**src/rtl/matmul_pkg.sv**
```systemverilog
// Shared constants for the matmul register file: word map, CTRL/STATUS bit
// positions, FSM encoding and decoded-region type.
package matmul_pkg;

    localparam int unsigned W_CTRL   = 0;
    localparam int unsigned W_STATUS = 1;
    localparam int unsigned W_A_BASE = 4;
    localparam int unsigned W_B_BASE = 8;
    localparam int unsigned W_C_BASE = 12;

    localparam int unsigned CTRL_START_BIT  = 0;
    localparam int unsigned CTRL_IRQ_EN_BIT = 1;
    localparam int unsigned STATUS_DONE_BIT = 0;
    localparam int unsigned STATUS_BUSY_BIT = 1;

    typedef enum logic {
        ST_IDLE = 1'b0,
        ST_RUN  = 1'b1
    } state_e;

    typedef enum logic [2:0] {
        RGN_NONE   = 3'd0,
        RGN_CTRL   = 3'd1,
        RGN_STATUS = 3'd2,
        RGN_A      = 3'd3,
        RGN_B      = 3'd4,
        RGN_C      = 3'd5
    } region_e;

endpackage

```
**src/rtl/matmul_regfile_decode.sv**
```systemverilog
// Combinational address decode: maps a byte address onto a register region,
// a row within that region, and an alignment flag.
module matmul_regfile_decode
    import matmul_pkg::*;
#(
    parameter int unsigned ADDR_WIDTH = 32,
    parameter int unsigned BUS_WIDTH  = 64,
    parameter int unsigned MAX_DIM    = 2
) (
    input  logic [ADDR_WIDTH-1:0] addr,
    output region_e               region_c,
    output logic [1:0]            row_c,
    output logic                  aligned_c
);

    localparam int unsigned OFS_BITS = $clog2(BUS_WIDTH / 8);
    localparam int unsigned WIDX_W   = ADDR_WIDTH - OFS_BITS;

    logic [WIDX_W-1:0] widx;
    logic              hi_zero;
    logic [4:0]        lo5;

    assign widx      = addr[ADDR_WIDTH-1:OFS_BITS];
    assign aligned_c = (addr[OFS_BITS-1:0] == '0);
    // Every mapped word lives below 16, so only the low nibble needs a real compare.
    assign hi_zero   = (widx[WIDX_W-1:4] == '0);
    assign lo5       = {1'b0, widx[3:0]};

    always_comb begin
        region_c = RGN_NONE;
        row_c    = '0;
        if (hi_zero) begin
            if (lo5 == 5'(W_CTRL)) begin
                region_c = RGN_CTRL;
            end else if (lo5 == 5'(W_STATUS)) begin
                region_c = RGN_STATUS;
            end else if (lo5 >= 5'(W_A_BASE) && lo5 < 5'(W_A_BASE + MAX_DIM)) begin
                region_c = RGN_A;
                row_c    = 2'(lo5 - 5'(W_A_BASE));
            end else if (lo5 >= 5'(W_B_BASE) && lo5 < 5'(W_B_BASE + MAX_DIM)) begin
                region_c = RGN_B;
                row_c    = 2'(lo5 - 5'(W_B_BASE));
            end else if (lo5 >= 5'(W_C_BASE) && lo5 < 5'(W_C_BASE + MAX_DIM)) begin
                region_c = RGN_C;
                row_c    = 2'(lo5 - 5'(W_C_BASE));
            end
        end
    end

endmodule

```
**src/rtl/matmul_regfile.sv**
```systemverilog
// Register/operand buffer for the matmul accelerator: A/B/C row storage,
// CTRL/STATUS, start/done tracking. Optional irq via MATMUL_REGFILE_IRQ_EN.
module matmul_regfile
    import matmul_pkg::*;
#(
    parameter int unsigned DATA_WIDTH = 32,
    parameter int unsigned BUS_WIDTH  = 64,
    parameter int unsigned ADDR_WIDTH = 32,
    parameter int unsigned MAX_DIM    = BUS_WIDTH / DATA_WIDTH
) (
    input  logic                         clk_i,
    input  logic                         rst_i,
    input  logic                         wr_en_i,
    input  logic                         rd_en_i,
    input  logic [ADDR_WIDTH-1:0]        addr_i,
    input  logic [BUS_WIDTH-1:0]         wdata_i,
    input  logic [MAX_DIM-1:0]           strb_i,
    output logic                         ack_o,
    output logic                         err_o,
    output logic [BUS_WIDTH-1:0]         rdata_o,
    output logic                         start_o,
    input  logic                         done_i,
    output logic [MAX_DIM*BUS_WIDTH-1:0] a_flat_o,
    output logic [MAX_DIM*BUS_WIDTH-1:0] b_flat_o,
    input  logic                         c_we_i,
    input  logic [1:0]                   c_row_i,
    input  logic [BUS_WIDTH-1:0]         c_data_i,
    output logic                         irq_o
);

    state_e                             state_q;
    logic                               done_q;
    logic                               irq_en_q;
    logic [MAX_DIM-1:0][BUS_WIDTH-1:0]  a_q;
    logic [MAX_DIM-1:0][BUS_WIDTH-1:0]  b_q;
    logic [MAX_DIM-1:0][BUS_WIDTH-1:0]  c_q;

    region_e                            region_c;
    logic [1:0]                         row_c;
    logic                               aligned_c;

    logic                               req_c;
    logic                               bad_c;
    logic                               wr_ok_c;
    logic                               rd_ok_c;
    logic                               start_c;
    logic                               done_set_c;
    logic                               done_clr_c;
    logic                               done_nxt_c;
    logic [BUS_WIDTH-1:0]               rd_word_c;

    matmul_regfile_decode #(
        .ADDR_WIDTH (ADDR_WIDTH),
        .BUS_WIDTH  (BUS_WIDTH),
        .MAX_DIM    (MAX_DIM)
    ) u_decode (
        .addr      (addr_i),
        .region_c  (region_c),
        .row_c     (row_c),
        .aligned_c (aligned_c)
    );

    assign a_flat_o = a_q;
    assign b_flat_o = b_q;

    // Access legality and the resulting control strobes.
    always_comb begin
        req_c = wr_en_i | rd_en_i;
        bad_c = 1'b0;
        if (wr_en_i && rd_en_i) begin
            bad_c = 1'b1;
        end else if (!aligned_c || region_c == RGN_NONE) begin
            bad_c = 1'b1;
        end else if (wr_en_i) begin
            case (region_c)
                RGN_C:                  bad_c = 1'b1;
                RGN_A, RGN_B, RGN_CTRL: bad_c = (state_q == ST_RUN);
                default:                bad_c = 1'b0;
            endcase
        end
        wr_ok_c    = wr_en_i & ~bad_c;
        rd_ok_c    = rd_en_i & ~bad_c;
        start_c    = wr_ok_c && region_c == RGN_CTRL && wdata_i[CTRL_START_BIT];
        done_clr_c = wr_ok_c && region_c == RGN_STATUS && wdata_i[STATUS_DONE_BIT];
        done_set_c = (state_q == ST_RUN) && done_i;
        // A completion on the same edge as a clear must win.
        done_nxt_c = done_set_c | (done_q & ~done_clr_c);
    end

    // Read mux; reflects register contents before this edge's updates.
    always_comb begin
        rd_word_c = '0;
        case (region_c)
            RGN_CTRL:   rd_word_c[CTRL_IRQ_EN_BIT] = irq_en_q;
            RGN_STATUS: begin
                rd_word_c[STATUS_DONE_BIT] = done_q;
                rd_word_c[STATUS_BUSY_BIT] = (state_q == ST_RUN);
            end
            RGN_A:
                for (int r = 0; r < MAX_DIM; r++)
                    if (row_c == 2'(r)) rd_word_c = a_q[r];
            RGN_B:
                for (int r = 0; r < MAX_DIM; r++)
                    if (row_c == 2'(r)) rd_word_c = b_q[r];
            RGN_C:
                for (int r = 0; r < MAX_DIM; r++)
                    if (row_c == 2'(r)) rd_word_c = c_q[r];
            default:    rd_word_c = '0;
        endcase
    end

    always_ff @(posedge clk_i) begin
        if (rst_i) begin
            state_q <= ST_IDLE;
            done_q  <= 1'b0;
            a_q     <= '0;
            b_q     <= '0;
            c_q     <= '0;
            ack_o   <= 1'b0;
            err_o   <= 1'b0;
            rdata_o <= '0;
            start_o <= 1'b0;
        end else begin
            ack_o   <= req_c;
            err_o   <= req_c & bad_c;
            rdata_o <= rd_ok_c ? rd_word_c : '0;
            start_o <= start_c;
            done_q  <= done_nxt_c;

            case (state_q)
                ST_IDLE: if (start_c) state_q <= ST_RUN;
                ST_RUN:  if (done_i)  state_q <= ST_IDLE;
                default: state_q <= ST_IDLE;
            endcase

            // Element-strobed operand writes.
            for (int r = 0; r < MAX_DIM; r++) begin
                for (int k = 0; k < MAX_DIM; k++) begin
                    if (wr_ok_c && row_c == 2'(r) && strb_i[k]) begin
                        if (region_c == RGN_A)
                            a_q[r][k*DATA_WIDTH +: DATA_WIDTH] <= wdata_i[k*DATA_WIDTH +: DATA_WIDTH];
                        if (region_c == RGN_B)
                            b_q[r][k*DATA_WIDTH +: DATA_WIDTH] <= wdata_i[k*DATA_WIDTH +: DATA_WIDTH];
                    end
                end
                if (c_we_i && c_row_i == 2'(r))
                    c_q[r] <= c_data_i;
            end
        end
    end

`ifdef MATMUL_REGFILE_IRQ_EN
    logic irq_en_nxt_c;

    assign irq_en_nxt_c = (wr_ok_c && region_c == RGN_CTRL) ? wdata_i[CTRL_IRQ_EN_BIT] : irq_en_q;

    // irq tracks DONE & IRQ_EN as they stand after this edge.
    always_ff @(posedge clk_i) begin
        if (rst_i) begin
            irq_en_q <= 1'b0;
            irq_o    <= 1'b0;
        end else begin
            irq_en_q <= irq_en_nxt_c;
            irq_o    <= done_nxt_c & irq_en_nxt_c;
        end
    end
`else
    assign irq_en_q = 1'b0;
    assign irq_o    = 1'b0;
`endif

endmodule

```
**config.mk**
```make
export PLATFORM = sky130hd
export DESIGN_NAME = matmul_regfile
export DESIGN_NICKNAME = d
export VERILOG_FILES = /design/src/rtl/matmul_pkg.sv /design/src/rtl/matmul_regfile_decode.sv /design/src/rtl/matmul_regfile.sv
export SDC_FILE = /design/constraint.sdc
export NUM_CORES = 1
export LEC_CHECK = 0
export BUFFER_PORTS_ARGS = -buffer_cell sky130_fd_sc_hd__buf_2
export CAP_MARGIN = 20
export CELL_PAD_IN_SITES_DETAIL_PLACEMENT = 0
export CELL_PAD_IN_SITES_GLOBAL_PLACEMENT = 2
export CORE_AREA = 2 2 280 227
export DETAILED_ROUTE_END_ITERATION = 8
export DIE_AREA = 0 0 282 229
export MAX_ROUTING_LAYER = met4
export PLACE_DENSITY = 0.88
export SLEW_MARGIN = 30
export SYNTH_ARGS = -nofsm -noshare
export SYNTH_HDL_FRONTEND = slang
export SYNTH_SLANG_ARGS = --single-unit
```
**constraint.sdc**
```tcl
create_clock -name clk_i -period 2.8 [get_ports clk_i]
set_input_delay 0.56 -clock clk_i [delete_from_list [all_inputs] [get_ports clk_i]]
set_output_delay 0.56 -clock clk_i [all_outputs]
set_load 0.01 [all_outputs]
```
==> results.rst <==
.. list-table::
   :header-rows: 1

   * - Metric
     - Value
   * - Post-route minimum period
     - 2.030 ns
   * - Final Hold Vio Count
     - 0
   * - Drt initial violations
     - 1194
   * - Antenna Violating Nets Remaining
     - 0
   * - Most instantiated library cell after synthesis
     - dfxtp_1
   * - Congestion Overflow GR
     - 0
   * - CTS clock-pin slew for the worst setup and hold paths
     - 0.06 ns
   * - Data required time of the worst path
     - 3.32 ns
   * - Clock latency on the worst-skew pair
     - 0.58 ns
   * - Number of stages on the worst hold path
     - 3
   * - Leading cell types by count after synthesis
     - dfxtp_1 (453), nand2_1 (383), nand3b_1 (258), a21oi_1 (194), clkbuf_1 (136)
   * - Post-Route Utilization
     - 39.01%
   * - Layout filler cell count
     - 6296
   * - All-layer global routing usage
     - 21.70%
   * - Arrival time reported for the critical path endpoint
     - 2.55 ns
   * - Die Area
     - 0.06458 mm^2
   * - Kind of end point of the critical path
     - flip-flop
   * - CTS tree
     - done
   * - Avg Synthesized Cell Area
     - 8.664 um^2
   * - Count of maximum capacitance violations
     - 0
   * - Placement-stage cell area
     - 0.02238 mm^2
   * - Number of antenna violations at the first check in global routing
     - 18
   * - Worst slew margin relative to its limit
     - 57.91%
   * - Initial DRT Pass Iterations
     - 5
   * - Clock root buffer master
     - clkbuf_16
   * - Starting utilization of the core area
     - 30.71%
   * - VDD IR max
     - 0.3388 mV
   * - Routability congestion estimate
     - 0.8450
   * - Port bufs
     - 492
   * - Clock skew
     - 0.01731 ns
   * - Net count after synthesis
     - 2363
   * - Setup Total Neg Slack
     - 0 ns
   * - Resize count post-CTS
     - 0
   * - Setup-failing EPs final
     - 0
   * - Area of the mapped netlist
     - 0.01900 mm^2
   * - Class of the most critical hold timing path
     - input port to flip-flop
   * - Row count
     - 82
   * - Library cells used by synthesis
     - 45
   * - Ys async rst share
     - 0%
   * - Max-slew violation count
     - 0
   * - Number of CTS-inserted buffers
     - 50
   * - Max Fclk
     - 492.5 MHz
   * - Crit path launch type
     - input port
   * - Number of flops mapped to enable cells by yosys
     - 0
   * - Path type of the worst setup path
     - input port to flip-flop
   * - Via density per instance
     - 5.072
   * - FF+latch count, synth
     - 453
   * - Cells after synthesis
     - 2193
   * - Setup repair after global routing missed its margin
     - no
   * - Via count of the first global-routing pass
     - 17180
   * - Core area
     - 0.06187 mm^2
   * - Tightest Pin Transition
     - 0.6301 ns
   * - Leading post-synthesis cells by cell area
     - dfxtp_1 (48%), nand3b_1 (10%), nand2_1 (7.6%)
   * - DP HPWL
     - 47.66 mm
   * - Number of sinks driven by the clock tree
     - 453
   * - Peak fanout along the critical path
     - 79
   * - Wire length reported by the detailed router
     - 70.43 mm
   * - Final std cell area, no fill
     - 0.02414 mm^2
   * - Die Y
     - 229 um
   * - Layout-stage area growth over the synthesis result
     - 27.03%
   * - Wire length of the first global-routing pass
     - 105.5 mm
   * - Most used flip-flop cell after synthesis
     - dfxtp_1
   * - Maximum number of pins on one net before global-route repair
     - 120
   * - Post-CTS Setup Repair Bufs
     - 0
   * - Launching point of the worst reg2reg path
     - state_q$_SDFF_PP0_
   * - Deepest clock path buffer count
     - 3
   * - DRC
     - 0
   * - Outcome
     - complete, no violations
   * - Length in cells of the worst reg-to-reg path
     - 5
   * - Hold-fix buffers at CTS
     - 0
   * - Total leakage power
     - 9.449 nW
   * - Largest area contributor in the netlist
     - dfxtp_1
   * - Number of vias in the routed layout
     - 17687
   * - Startpoint of the worst hold path
     - c_data_i[16]
   * - Capture endpoint of the worst hold path
     - c_q[16]$_SDFFE_PP0P_
   * - Power density cells
     - 585.4 mW/mm^2
   * - Layout cells sized above 1
     - 24.93%
   * - Net count reported at finish
     - 2759
   * - Number of H-tree levels
     - 2
   * - Fin crit share
     - 72.51%
   * - Top-level port count
     - 494
   * - DIE WIDTH
     - 282 um
   * - Reg-to-reg endpoint
     - a_flat_o[30]$_SDFFE_PP0P_
   * - Average wire per cell in the routed design
     - 20.20 um
   * - Post-synthesis sequential area ratio
     - 47.73%
   * - Portion of synthesized cell area occupied by the leading cell type
     - 47.73%
   * - Yosys synthesis warning count
     - 0
   * - Reg-to-reg setup timing slack
     - 1.06 ns
state kept, by name, indices dropped and copies added, names as in the netlist:
name and flops:
state_q 1, done_q 1, err_o 1, rdata_o 64, start_o 1, a_flat_o 128, c_q 128, b_flat_o 128
ack_o 1
per-layer routing:
metal	share of wire, %	track usage, %	wire, um	vias up
li1	-	-	-	8493
met3	7.1	4.754	5009	94
met2	46	33.37	32110	580
met5	0	-	0	-
met1	45	28.32	31520	8520
met4	2.6	6.799	1797	0
area by class of cell:
class	instances	area, um^2	share of cell area [%]
tap	840	1051	4.355
sequential	453	9069	37.57
clock buffer	73	1491	6.179
antenna	16	40.04	0.1659
clock inverter	21	220.2	0.9124
multi-input combinational	1543	9115	37.77
timing repair buffer	541	3149	13.05
report_power, final:
| part | internal (mW) | switching, mW |
|---|---|---|
| clock network | 4.07 | 2.76 |
| registers | 6.51 | 0.0354 |
| logic | 0.290 | 0.466 |
stage by stage:
step | total power [mW] | worst slack, ns | hold WS, ns | std cells
after floorplan | 7.099 | 0.3935 | 0.4357 | 2193
after CTS | 14.27 | 0.8223 | 0.1801 | 3471
after detailed placement | 7.442 | 0.1966 | 0.4476 | 3377
after global routing | 14.59 | 0.7158 | 0.2045 | 3486
after global placement | 7.429 | 0.2375 | 0.4417 | 3377
final | 14.13 | 0.7696 | 0.2239 | 3487
worst max path at each step:
stage	start	endpoint	slack, ns	depth (start not counted)
final	addr_i[19]	rdata_o[8]$_SDFF_PP0_	0.77	7
after global routing	addr_i[19]	rdata_o[8]$_SDFF_PP0_	0.72	7
after CTS	addr_i[11]	rdata_o[33]$_SDFF_PP0_	0.82	8
after detailed placement	addr_i[11]	rdata_o[33]$_SDFF_PP0_	0.20	8
after global placement	addr_i[19]	rdata_o[19]$_SDFF_PP0_	0.24	8
after floorplan	addr_i[11]	b_flat_o[43]$_SDFFE_PP0P_	0.39	6
critical path, cell delays in order:
cell and delay [ns]:
buf_2 0.11, or3_1 0.50, nor3_4 0.29, buf_12 0.33
a211oi_1 0.09, a211oi_1 0.42, o21a_1 0.20
kinds of logic after synthesis:
| group | count (synthesis) | share of synthesized area (%) |
|---|---|---|
| AOI/OAI and AO/OA | 649 | 19.96 |
| buffers and inverters | 197 | 4.570 |
| and+or+nand+nor | 829 | 24.35 |
| muxes | 64 | 3.372 |
| DFF | 453 | 47.73 |
| other | 1 | 0.01974 |
layout by cell type (no fill, tap or decap), drive strengths merged, types with 2 or more instances in the layout:
cell type / count
a221oi: 6
or2: 2
clkinvlp: 3
nor4: 8
diode: 16
nand3: 4
nand2b: 68
nor2: 9
nor3: 9
a21oi: 194
clkinv: 13
o21ai: 258
bufinv: 4
dfxtp: 453
nand3b: 259
a211oi: 122
or3: 3
nand4: 8
nor3b: 2
nor2b: 65
or4: 2
nand2: 383
o21a: 61
o22ai: 2
clkbuf: 74
and2: 2
mux2i: 64
a31oi: 2
buf: 540
(Power assumes the default switching activity.)
